**config.mk**
```make
export PLATFORM = sky130hd
export DESIGN_NAME = priority_arbiter_8_flat
export DESIGN_NICKNAME = d
export VERILOG_FILES = /design/src/rtl/priority_arbiter_8_pkg.sv /design/src/rtl/priority_arbiter_8_if.sv /design/src/rtl/priority_arbiter_8_prio_pick.sv /design/src/rtl/priority_arbiter_8.sv /design/src/flat_wrapper.sv
export SDC_FILE = /design/constraint.sdc
export NUM_CORES = 1
export LEC_CHECK = 0
export CORE_ASPECT_RATIO = 1.75
export CORE_UTILIZATION = 45
export CTS_BUF_LIST = sky130_fd_sc_hd__clkbuf_4
export DETAILED_ROUTE_END_ITERATION = 8
export GPL_TIMING_DRIVEN = 1
export PLACE_DENSITY = 0.78
export SKIP_LAST_GASP = 1
export SLEW_MARGIN = 20
export SYNTH_ARGS = -nofsm -noshare
export SYNTH_HDL_FRONTEND = slang
export SYNTH_SLANG_ARGS = --single-unit
```
**constraint.sdc**
```tcl
create_clock -name clk -period 2.1 [get_ports clk]
set_clock_uncertainty 0.1 [all_clocks]
set_input_delay 0.63 -clock clk [delete_from_list [all_inputs] [get_ports clk]]
set_output_delay 0.63 -clock clk [all_outputs]
set_load 0.01 [all_outputs]
```
**src/rtl/priority_arbiter_8_pkg.sv**
```systemverilog
// -----------------------------------------------------------------------------
// priority_arbiter_8_pkg
//   Shared definitions for the 8-requester priority arbiter: FSM state
//   encoding, requester count / id width, and the request-rotation helper
//   used when rotating priority is built in (macro ROUND_ROBIN_EN).
// -----------------------------------------------------------------------------
package priority_arbiter_8_pkg;

  localparam int NUM_REQ = 8;
  localparam int ID_W    = 3;

  typedef enum logic [1:0] {
    ST_IDLE  = 2'd0,
    ST_GRANT = 2'd1,
    ST_GAP   = 2'd2
  } state_e;

  // Rotates the request vector so that req[amt-1] lands on bit 7 (highest
  // priority in the pick) and req[amt] lands on bit 0 (lowest). The 3-bit
  // index addition wraps modulo 8 by construction.
  function automatic logic [NUM_REQ-1:0] rotate_req(input logic [NUM_REQ-1:0] req,
                                                    input logic [ID_W-1:0]    amt);
    logic [NUM_REQ-1:0] rot;
    rot = '0;
    for (int k = 0; k < NUM_REQ; k++) begin
      rot[k] = req[ID_W'(k) + amt];
    end
    return rot;
  endfunction

endpackage

```
**src/rtl/priority_arbiter_8_if.sv**
```systemverilog
// -----------------------------------------------------------------------------
// priority_arbiter_8_if
//   Client-side bundle of the arbiter.
//     en       : arbitration enable (low = no new grants)
//     req[7:0] : request lines, held high by a client while it wants/uses
//                the resource
//     gnt[7:0] : one-hot registered grant, zero when nothing is granted
//     gnt_id   : binary index of the granted client, 0 when gnt_vld=0
//     gnt_vld  : high while a grant is active (== |gnt)
//     timeout  : one-cycle pulse when a grant is revoked by the hold limit
//   master : client side (drives en/req)
//   slave  : arbiter side (drives the grant outputs)
// -----------------------------------------------------------------------------
interface priority_arbiter_8_if;
  import priority_arbiter_8_pkg::*;

  logic               en;
  logic [NUM_REQ-1:0] req;
  logic [NUM_REQ-1:0] gnt;
  logic [ID_W-1:0]    gnt_id;
  logic               gnt_vld;
  logic               timeout;

  modport master (output en, req, input gnt, gnt_id, gnt_vld, timeout);
  modport slave  (input en, req, output gnt, gnt_id, gnt_vld, timeout);

endinterface

```
**src/rtl/priority_arbiter_8_prio_pick.sv**
```systemverilog
// -----------------------------------------------------------------------------
// priority_arbiter_8_prio_pick
//   Combinational 8:3 priority pick, index 7 highest.
//     req_i[7:0] : candidate request vector
//     id_o[2:0]  : index of the highest set bit (0 when none set)
//     vld_o      : at least one bit set
// -----------------------------------------------------------------------------
module priority_arbiter_8_prio_pick
  import priority_arbiter_8_pkg::*;
(
  input  logic [NUM_REQ-1:0] req_i,
  output logic [ID_W-1:0]    id_o,
  output logic               vld_o
);

  // NOTE: every combinational output gets a default before any conditional
  // assignment so no path leaves it unassigned (which would infer a latch).
  always_comb begin
    id_o = '0;
    // Ascending scan: a later (higher) set bit overwrites a lower one.
    for (int i = 0; i < NUM_REQ; i++) begin
      if (req_i[i]) id_o = ID_W'(i);
    end
  end

  assign vld_o = |req_i;

endmodule

```
**src/rtl/priority_arbiter_8.sv**
```systemverilog
// -----------------------------------------------------------------------------
// priority_arbiter_8
//   8-requester resource arbiter. Grants one client at a time, holds the grant
//   until the client drops its request or MAX_HOLD grant cycles elapse, then
//   inserts one dead (GAP) cycle before re-arbitrating.
//
//   Ports:
//     clk   : system clock, rising-edge
//     rst_n : asynchronous active-low reset
//     bus   : priority_arbiter_8_if.slave (en, req in; gnt, gnt_id, gnt_vld,
//             timeout out)
//   Parameter:
//     MAX_HOLD : max consecutive grant cycles, 0 = unlimited, legal 0..255
//   Build option:
//     ROUND_ROBIN_EN defined  -> rotating priority, (last_id-1) highest and
//                                the last released id lowest
//     ROUND_ROBIN_EN undefined -> fixed priority, req[7] highest
// -----------------------------------------------------------------------------
module priority_arbiter_8
  import priority_arbiter_8_pkg::*;
#(
  parameter int unsigned MAX_HOLD = 16
) (
  input  logic                  clk,
  input  logic                  rst_n,
  priority_arbiter_8_if.slave   bus
);

  localparam bit       TIMEOUT_EN = (MAX_HOLD != 0);
  localparam bit [7:0] HOLD_LAST  = (MAX_HOLD == 0) ? 8'd0 : 8'(MAX_HOLD - 1);

  state_e             state_q,    state_d;
  logic [7:0]         hold_cnt_q, hold_cnt_d;
  logic [ID_W-1:0]    last_id_q,  last_id_d;
  logic [NUM_REQ-1:0] gnt_q,      gnt_d;
  logic [ID_W-1:0]    gnt_id_q,   gnt_id_d;

  logic [NUM_REQ-1:0] pick_req;
  logic [ID_W-1:0]    pick_id;
  logic               pick_vld;
  logic [ID_W-1:0]    win_id;
  logic               cur_req;
  logic               hold_last;

  // ---------------------------------------------------------------------------
  // Priority selection. Rotating priority reuses the fixed pick by rotating
  // the request vector in and adding the rotation back onto the result.
  // ---------------------------------------------------------------------------
`ifdef ROUND_ROBIN_EN
  assign pick_req = rotate_req(bus.req, last_id_q);
  assign win_id   = pick_id + last_id_q;
`else
  assign pick_req = bus.req;
  assign win_id   = pick_id;
  // last_id is still tracked so both builds share one state machine.
  logic last_id_unused;
  assign last_id_unused = ^last_id_q;
`endif

  priority_arbiter_8_prio_pick u_pick (
    .req_i (pick_req),
    .id_o  (pick_id),
    .vld_o (pick_vld)
  );

  assign cur_req   = bus.req[gnt_id_q];
  assign hold_last = TIMEOUT_EN && (hold_cnt_q == HOLD_LAST);

  // ---------------------------------------------------------------------------
  // Next-state logic. Grant outputs are computed here and registered, so a
  // grant appears one cycle after the request is seen and drops on the
  // transition into GAP.
  // ---------------------------------------------------------------------------
  always_comb begin
    state_d    = state_q;
    hold_cnt_d = hold_cnt_q;
    last_id_d  = last_id_q;
    gnt_d      = gnt_q;
    gnt_id_d   = gnt_id_q;

    unique case (state_q)
      ST_IDLE, ST_GAP: begin
        state_d  = ST_IDLE;
        gnt_d    = '0;
        gnt_id_d = '0;
        if (bus.en && pick_vld) begin
          state_d    = ST_GRANT;
          gnt_d      = NUM_REQ'(1) << win_id;
          gnt_id_d   = win_id;
          hold_cnt_d = '0;
        end
      end
      ST_GRANT: begin
        // Saturate so an unlimited hold (MAX_HOLD=0) never wraps.
        hold_cnt_d = (hold_cnt_q == 8'hFF) ? hold_cnt_q : hold_cnt_q + 8'd1;
        // Release wins over timeout when both happen in the same cycle;
        // en is deliberately ignored here so a grant is never cut short.
        if (!cur_req || hold_last) begin
          state_d   = ST_GAP;
          gnt_d     = '0;
          gnt_id_d  = '0;
          last_id_d = gnt_id_q;
        end
      end
      default: begin
        state_d  = ST_IDLE;
        gnt_d    = '0;
        gnt_id_d = '0;
      end
    endcase
  end

  // NOTE: sequential state uses non-blocking assignments only, so every
  // register samples the pre-edge values regardless of statement order.
  always_ff @(posedge clk or negedge rst_n) begin
    if (!rst_n) begin
      state_q    <= ST_IDLE;
      hold_cnt_q <= '0;
      last_id_q  <= '0;
      gnt_q      <= '0;
      gnt_id_q   <= '0;
    end else begin
      state_q    <= state_d;
      hold_cnt_q <= hold_cnt_d;
      last_id_q  <= last_id_d;
      gnt_q      <= gnt_d;
      gnt_id_q   <= gnt_id_d;
    end
  end

  assign bus.gnt     = gnt_q;
  assign bus.gnt_id  = gnt_id_q;
  assign bus.gnt_vld = |gnt_q;
  // The pulse marks the final granted cycle itself, so it is decoded from the
  // live request rather than registered (a registered pulse would land in GAP).
  assign bus.timeout = (state_q == ST_GRANT) && cur_req && hold_last;

endmodule
```
**src/flat_wrapper.sv**
```systemverilog
// flat-port wrapper written by rule: the top's interface ports become plain ports
module priority_arbiter_8_flat import priority_arbiter_8_pkg::*;
#(
  parameter int unsigned MAX_HOLD = 16
)
  (clk, rst_n, bus_en, bus_req, bus_gnt, bus_gnt_id, bus_gnt_vld, bus_timeout);
  priority_arbiter_8_if bus_i ();
  input  logic clk;
  input  logic rst_n;
  input wire logic [$bits(bus_i.en)-1:0] bus_en;
  input wire logic [$bits(bus_i.req)-1:0] bus_req;
  output wire logic [$bits(bus_i.gnt)-1:0] bus_gnt;
  output wire logic [$bits(bus_i.gnt_id)-1:0] bus_gnt_id;
  output wire logic [$bits(bus_i.gnt_vld)-1:0] bus_gnt_vld;
  output wire logic [$bits(bus_i.timeout)-1:0] bus_timeout;
  assign bus_i.en = bus_en;
  assign bus_i.req = bus_req;
  assign bus_gnt = bus_i.gnt;
  assign bus_gnt_id = bus_i.gnt_id;
  assign bus_gnt_vld = bus_i.gnt_vld;
  assign bus_timeout = bus_i.timeout;
  priority_arbiter_8 #(.MAX_HOLD(MAX_HOLD)) u_core (.clk(clk), .rst_n(rst_n), .bus(bus_i));
endmodule
```
# Word-level counts from Yosys, hierarchy flattened
# Index checks and enable logic that the tools add are counted.
[op_classes] addsub=1 magnitude_cmp=1 eq_ne=7 shift=1 n_mux=21 n_reduce_logical=11
[op_table] operator="2-to-1 mux 8 bit" n=4
[op_table] operator="one-hot mux 8 bit (2 select lines)" n=2
[op_table] operator="2-to-1 mux 3 bit" n=8
[op_table] operator="OR reduction 8 bit" n=2
[op_table] operator="adder 8 x 1 -> 8 bit, second input constant" n=1
[op_table] operator="equality test 8 x 4 -> 1 bit, second input constant" n=1
[op_table] operator="equality test 8 bit, second input constant" n=1
[op_table] operator="<< shifter 1 x 3 -> 8 bit, first input constant" n=1
[op_table] operator="one-hot mux 3 bit (2 select lines)" n=1
[op_table] operator="less-than comparator 3 x 4 -> 1 bit, second input constant" n=1
[op_table] operator="inequality test 2 x 1 -> 1 bit, second input constant" n=2
[op_table] operator="one-hot mux 2 bit (2 select lines)" n=1
[op_table] operator="binary-select mux 1 bit (select 3 bit)" n=1
[op_table] operator="logical AND 1 bit" n=3
[op_table] operator="2-to-1 mux 1 bit" n=3
[op_table] operator="AND reduction 3 bit" n=1
[op_table] operator="equality test 2 x 1 -> 1 bit, second input constant" n=1
[op_table] operator="equality test 2 bit, second input constant" n=1
[op_table] operator="zero test 2 bit" n=1
[op_table] operator="2-to-1 mux 2 bit" n=1
[op_table] operator="inequality test 2 bit, second input constant" n=1
[op_table] operator="nonzero test 2 bit" n=1
[op_table] operator="OR reduction 2 bit" n=1
[op_table] operator="zero test 1 bit" n=1
[op_table] operator="logical OR 1 bit" n=1
[totals] regBits=21 output_inout_bits=13

# Longest topological paths before layout
[logic_depth] ltp_word=10 mapped_depth=6 ltp_nobuf=5

# Modules after synthesis
# Synthesis repeated with hierarchy kept, for this count alone.
[hier_totals] cells_unflattened=108 area_unflattened_um2=1121.1
[modules_own_cells] mod="priority_arbiter_8" instances=1 cells_each=96 area_each_um2=1054.8 seq_area_each_um2=525.5
[modules_own_cells] mod="priority_arbiter_8_prio_pick" instances=1 cells_each=12 area_each_um2=66.3 seq_area_each_um2=0.0

# Worst setup path after synthesis
# OpenSTA, ideal clock, no wires.
[synth_path] path_type="input to output" from="input bus_req[3]" to="output bus_timeout" t_arrival_ns=1.409 required_time_ns=1.370 slack_ns=-0.039 stages=4 path_buffers=0 cell_sequence="mux2i_1 > a22oi_2 > nand2_1 > nor4b_1"
[synth_via] elab_chain_len=4
[synth_rtl] element="start, declared" line="flat_wrapper.sv:11" rtl="input wire logic [$bits(bus_i.req)-1:0] bus_req;"
[synth_rtl] element="binary-select mux 1 bit (select 3 bit)" line="priority_arbiter_8.sv:66" rtl="assign cur_req = bus.req[gnt_id_q];"
[synth_rtl] element="2-to-1 mux 1 bit (not written as such)" line="priority_arbiter_8.sv:66"
[synth_rtl] element="logical AND 1 bit (2 in a row)" line="priority_arbiter_8.sv:136" rtl="assign bus.timeout = (state_q == ST_GRANT) && cur_req && hold_last;"
[synth_rtl] element="end, declared" line="flat_wrapper.sv:15" rtl="output wire logic [$bits(bus_i.timeout)-1:0] bus_timeout;"
# Every way passes these cells. The select of a mux whose other input is x is not followed.

# Worst setup path in the final report
[layout_path] from="register u_core.hold_cnt_q[7]" to="output bus_timeout"
[layout_via] elab_chain_len=2
[layout_rtl] element="start, declared" line="priority_arbiter_8.sv:33" rtl="logic [7:0] hold_cnt_q, hold_cnt_d;"
[layout_rtl] element="start signal, assigned" line="priority_arbiter_8.sv:124" rtl="hold_cnt_q <= hold_cnt_d;"
[layout_rtl] element="equality test 8 x 4 -> 1 bit" line="priority_arbiter_8.sv:67" rtl="assign hold_last = TIMEOUT_EN && (hold_cnt_q == HOLD_LAST);"
[layout_rtl] element="logical AND 1 bit" line="priority_arbiter_8.sv:136"
# Every way passes these cells.

==> flow_metrics.env <==
export IMPL_ir_worst_vdd_v=0.000583
export IMPL_holdWs_ns=0.445
export IMPL_fmax_mhz=431
export IMPL_status="finished, violations left"
export IMPL_yosysTopAreaCell="dfrtp_1"
export IMPL_ys_flop_type="dfrtp_1"
export IMPL_io_pins=24
export IMPL_drtAntennaViolNets=0
export IMPL_violations="negative setup slack"
export IMPL_area_growth_pct=47.9
export IMPL_p_clk_share_pct=13.3
export IMPL_cts_buffers_inserted=3
export IMPL_worst_endpoint_arrival_ns=1.59
export IMPL_critPathLaunchType="flip-flop"
export IMPL_maxCapViolCount=0
export IMPL_tritoncts="yes"
export IMPL_diodes=0
export IMPL_start_util_pct=48.7
export IMPL_grt_antenna_before_repair=0
export IMPL_combPwrFrac_pct=50.0
export IMPL_insertion_delay_ns=0.31
export IMPL_p_per_area_nw_per_um2=869
export IMPL_final_layout_size_suffix_gt1_share_pct=33.5
export IMPL_overflow=0
export IMPL_synth_simple_area_share_pct=23.0
export IMPL_grt_usage_pct=24.8
export IMPL_fillers=177
export IMPL_worstSetupPathType="reg2out"
export IMPL_dieWidth_um=40.2
export IMPL_post_route_period_util_pct=110
export IMPL_rsz0062_at_grt="true"
export IMPL_syn_cell_area_um2=1150
export IMPL_synth_area_leaders="dfrtp_1, a32o_1, mux2i_1, nand3_1, a21oi_1"
export IMPL_first_pass_iters=4
export IMPL_ys_seq_area_share_pct=45.8
export IMPL_layout_cells_non_filler=192
export IMPL_crit_path_end_kind="output port"
export IMPL_die_area_um2=2770
export IMPL_drt_iter0_markers=27
export IMPL_period_needed_ns=2.32
export IMPL_fp_dieH_um=68.8
export IMPL_max_slew_margin_pct=71.1
export IMPL_synth_fa_ha_area_share_pct=1.09
export IMPL_stdcell_area_um2=1700
export IMPL_viasPerCell=5.81
export IMPL_io_buffers=23
export IMPL_placementRows=23
export IMPL_ys_ff_latch=21
export IMPL_final_hold_viol_count=0
export IMPL_drc=0
export IMPL_htree_levels=1
export IMPL_drv_slew=0
export IMPL_post_drt_wl_per_cell_um=15.6
export IMPL_syn_nets=120
export IMPL_required_ns=1.37
export IMPL_power_share_switching_pct=36.6
export IMPL_synthCells=108
export IMPL_synth_compound_area_share_pct=23.7
export IMPL_power_internal_uw=936
export IMPL_yosysWarnings=0
export IMPL_synth_xor_area_share_pct=0
export IMPL_detailed_place_hpwl_um=2300
export IMPL_globalplace_congestion=0.794
export IMPL_avgSynthCellArea_um2=10.6
export IMPL_p_switching_uw=540
export IMPL_finalSetupViolCount=1
export IMPL_cp_max_fo=2
export IMPL_seq_power_share_pct=36.7
export IMPL_hp_class="reg2reg"
export IMPL_async_reset_ff_share_pct=100
export IMPL_yosys_area_top_type_share_pct=45.8
export IMPL_grt_pass1_vias=1103
export IMPL_place_area_um2=1630
export IMPL_netlist_top_cells_count="dfrtp_1, nand3_1, a21oi_1"
export IMPL_grt_max_degree=22
export IMPL_muxShareOfSynthArea_pct=3.49
export IMPL_coreArea_um2=2360
export IMPL_nets=180
export IMPL_cts_buffer_depth=2
export IMPL_clk_pin_slew_ns=0.12
export IMPL_p_leak_nw=0.805
export IMPL_cts_root_buffer="clkbuf_4"
export IMPL_placed_cells=185
export IMPL_tightest_slew_ns=0.434
export IMPL_synth_edff_count=0
export IMPL_via_count=1116
export IMPL_synth_top_family_by_area="compound AO/OA/AOI/OAI gates"
export IMPL_drt_wl_total_um=2990
export IMPL_grt_pass1_wl_um=4680
export IMPL_ys_types=37
export IMPL_cts_sinks=21
export IMPL_synth_most_common_cell="dfrtp_1"
export IMPL_finalWorstSetupSlack_ns=-0.220
through the flow:
step | setup TNS, ns | power, mW | setup WS [ns] | util [%]
after floorplan | 0 | 0.929 | 0.0759 | -
after global placement | -3.84 | 1.24 | -0.900 | 68.9
after detailed placement | -5.03 | 1.27 | -1.01 | 68.9
after CTS | -0.238 | 1.49 | -0.238 | 71.7
after global routing | -0.340 | 1.57 | -0.340 | 72.0
final | -0.220 | 1.48 | -0.220 | 72.0
placed cells by master (no fill, tap or decap), types with 5 or more instances in the layout:
master / count
dfrtp_1: 20
o21ai_0: 6
dlygate4sd2_1: 8
clkdlybuf4s50_1: 10
a21oi_1: 7
buf_4: 34
a32o_1: 5
nand3_1: 8
nor2_1: 5
worst max-delay path, stage by stage (launching register included):
cell     delay, ns
dfrtp_1       0.44
nor4_4        0.31
nand2_2       0.12
nor4b_4       0.25
buf_2         0.16
worst paths after layout:
kind	start	end	slack (ns)	cells after the start
max in group asynchronous	rst_n	u_core.bus.gnt_id[1]	1.11	2
min in group asynchronous	rst_n	u_core.state_q[1]	0.55	2
setup / recovery	u_core.hold_cnt_q[7]	bus_timeout	-0.22	4
hold reg to reg	u_core.bus.gnt[4]	u_core.bus.gnt[4]	0.45	1
hold / removal	u_core.bus.gnt[4]	u_core.bus.gnt[4]	0.45	1
setup reg to reg	u_core.hold_cnt_q[0]	u_core.hold_cnt_q[5]	0.25	6
power by group through the flow:
| stage | clock network [mW] | logic [mW] | registers, mW |
|---|---|---|---|
| after CTS | 0.203 | 0.743 | 0.541 |
| final | 0.196 | 0.738 | 0.542 |
| after floorplan | 0 | 0.360 | 0.568 |
| after global placement | 0 | 0.698 | 0.542 |
| after global routing | 0.220 | 0.803 | 0.549 |
| after detailed placement | 0 | 0.723 | 0.546 |
logic make-up after synthesis:
logic type / count (synthesis)
buffers and inverters: 5
DFF: 21
muxes: 4
and+or+nand+nor: 41
adders and majority gates: 1
AOI/OAI and AO/OA: 36
sequential cells by signal, summed over array words and instances, names as in the netlist:
signal and flops:
u_core.hold_cnt_q 8, u_core.state_q 2, u_core.bus.gnt 8, u_core.bus.gnt_id 3
what timing repair did:
action | in CTS | in global routing
resized for setup | 25 | 3
hold endpoints to repair | 0 | 0
hold buffers | 0 | 0
pin swaps | 5 | 3
buffers inserted | 3 | 0
endpoints found under the setup margin | 4 | 3
layer usage:
metal | wire length [um] | part of all wire, % | global-route usage (%) | vias to the layer above
li1 | - | - | - | 540
met1 | 1150 | 38 | 25.3 | 544
met2 | 1690 | 56 | 47.6 | 26
met3 | 101 | 3.4 | 2.88 | 6
met4 | 51 | 1.7 | 9.17 | 0
met5 | 0 | 0 | 0 | -
layout make-up:
| cell class | instances | area (um2) | share of cell area (%) |
|---|---|---|---|
| repair buffers | 57 | 468 | 27.5 |
| inverters | 3 | 11.3 | 0.663 |
| flip-flops and latches | 21 | 527 | 31.0 |
| multi-input cells | 82 | 634 | 37.3 |
| clock buffers | 3 | 22.5 | 1.33 |
| well taps | 25 | 31.3 | 1.84 |
| clock inverters | 1 | 5.00 | 0.295 |
(Power assumes the default switching activity.)
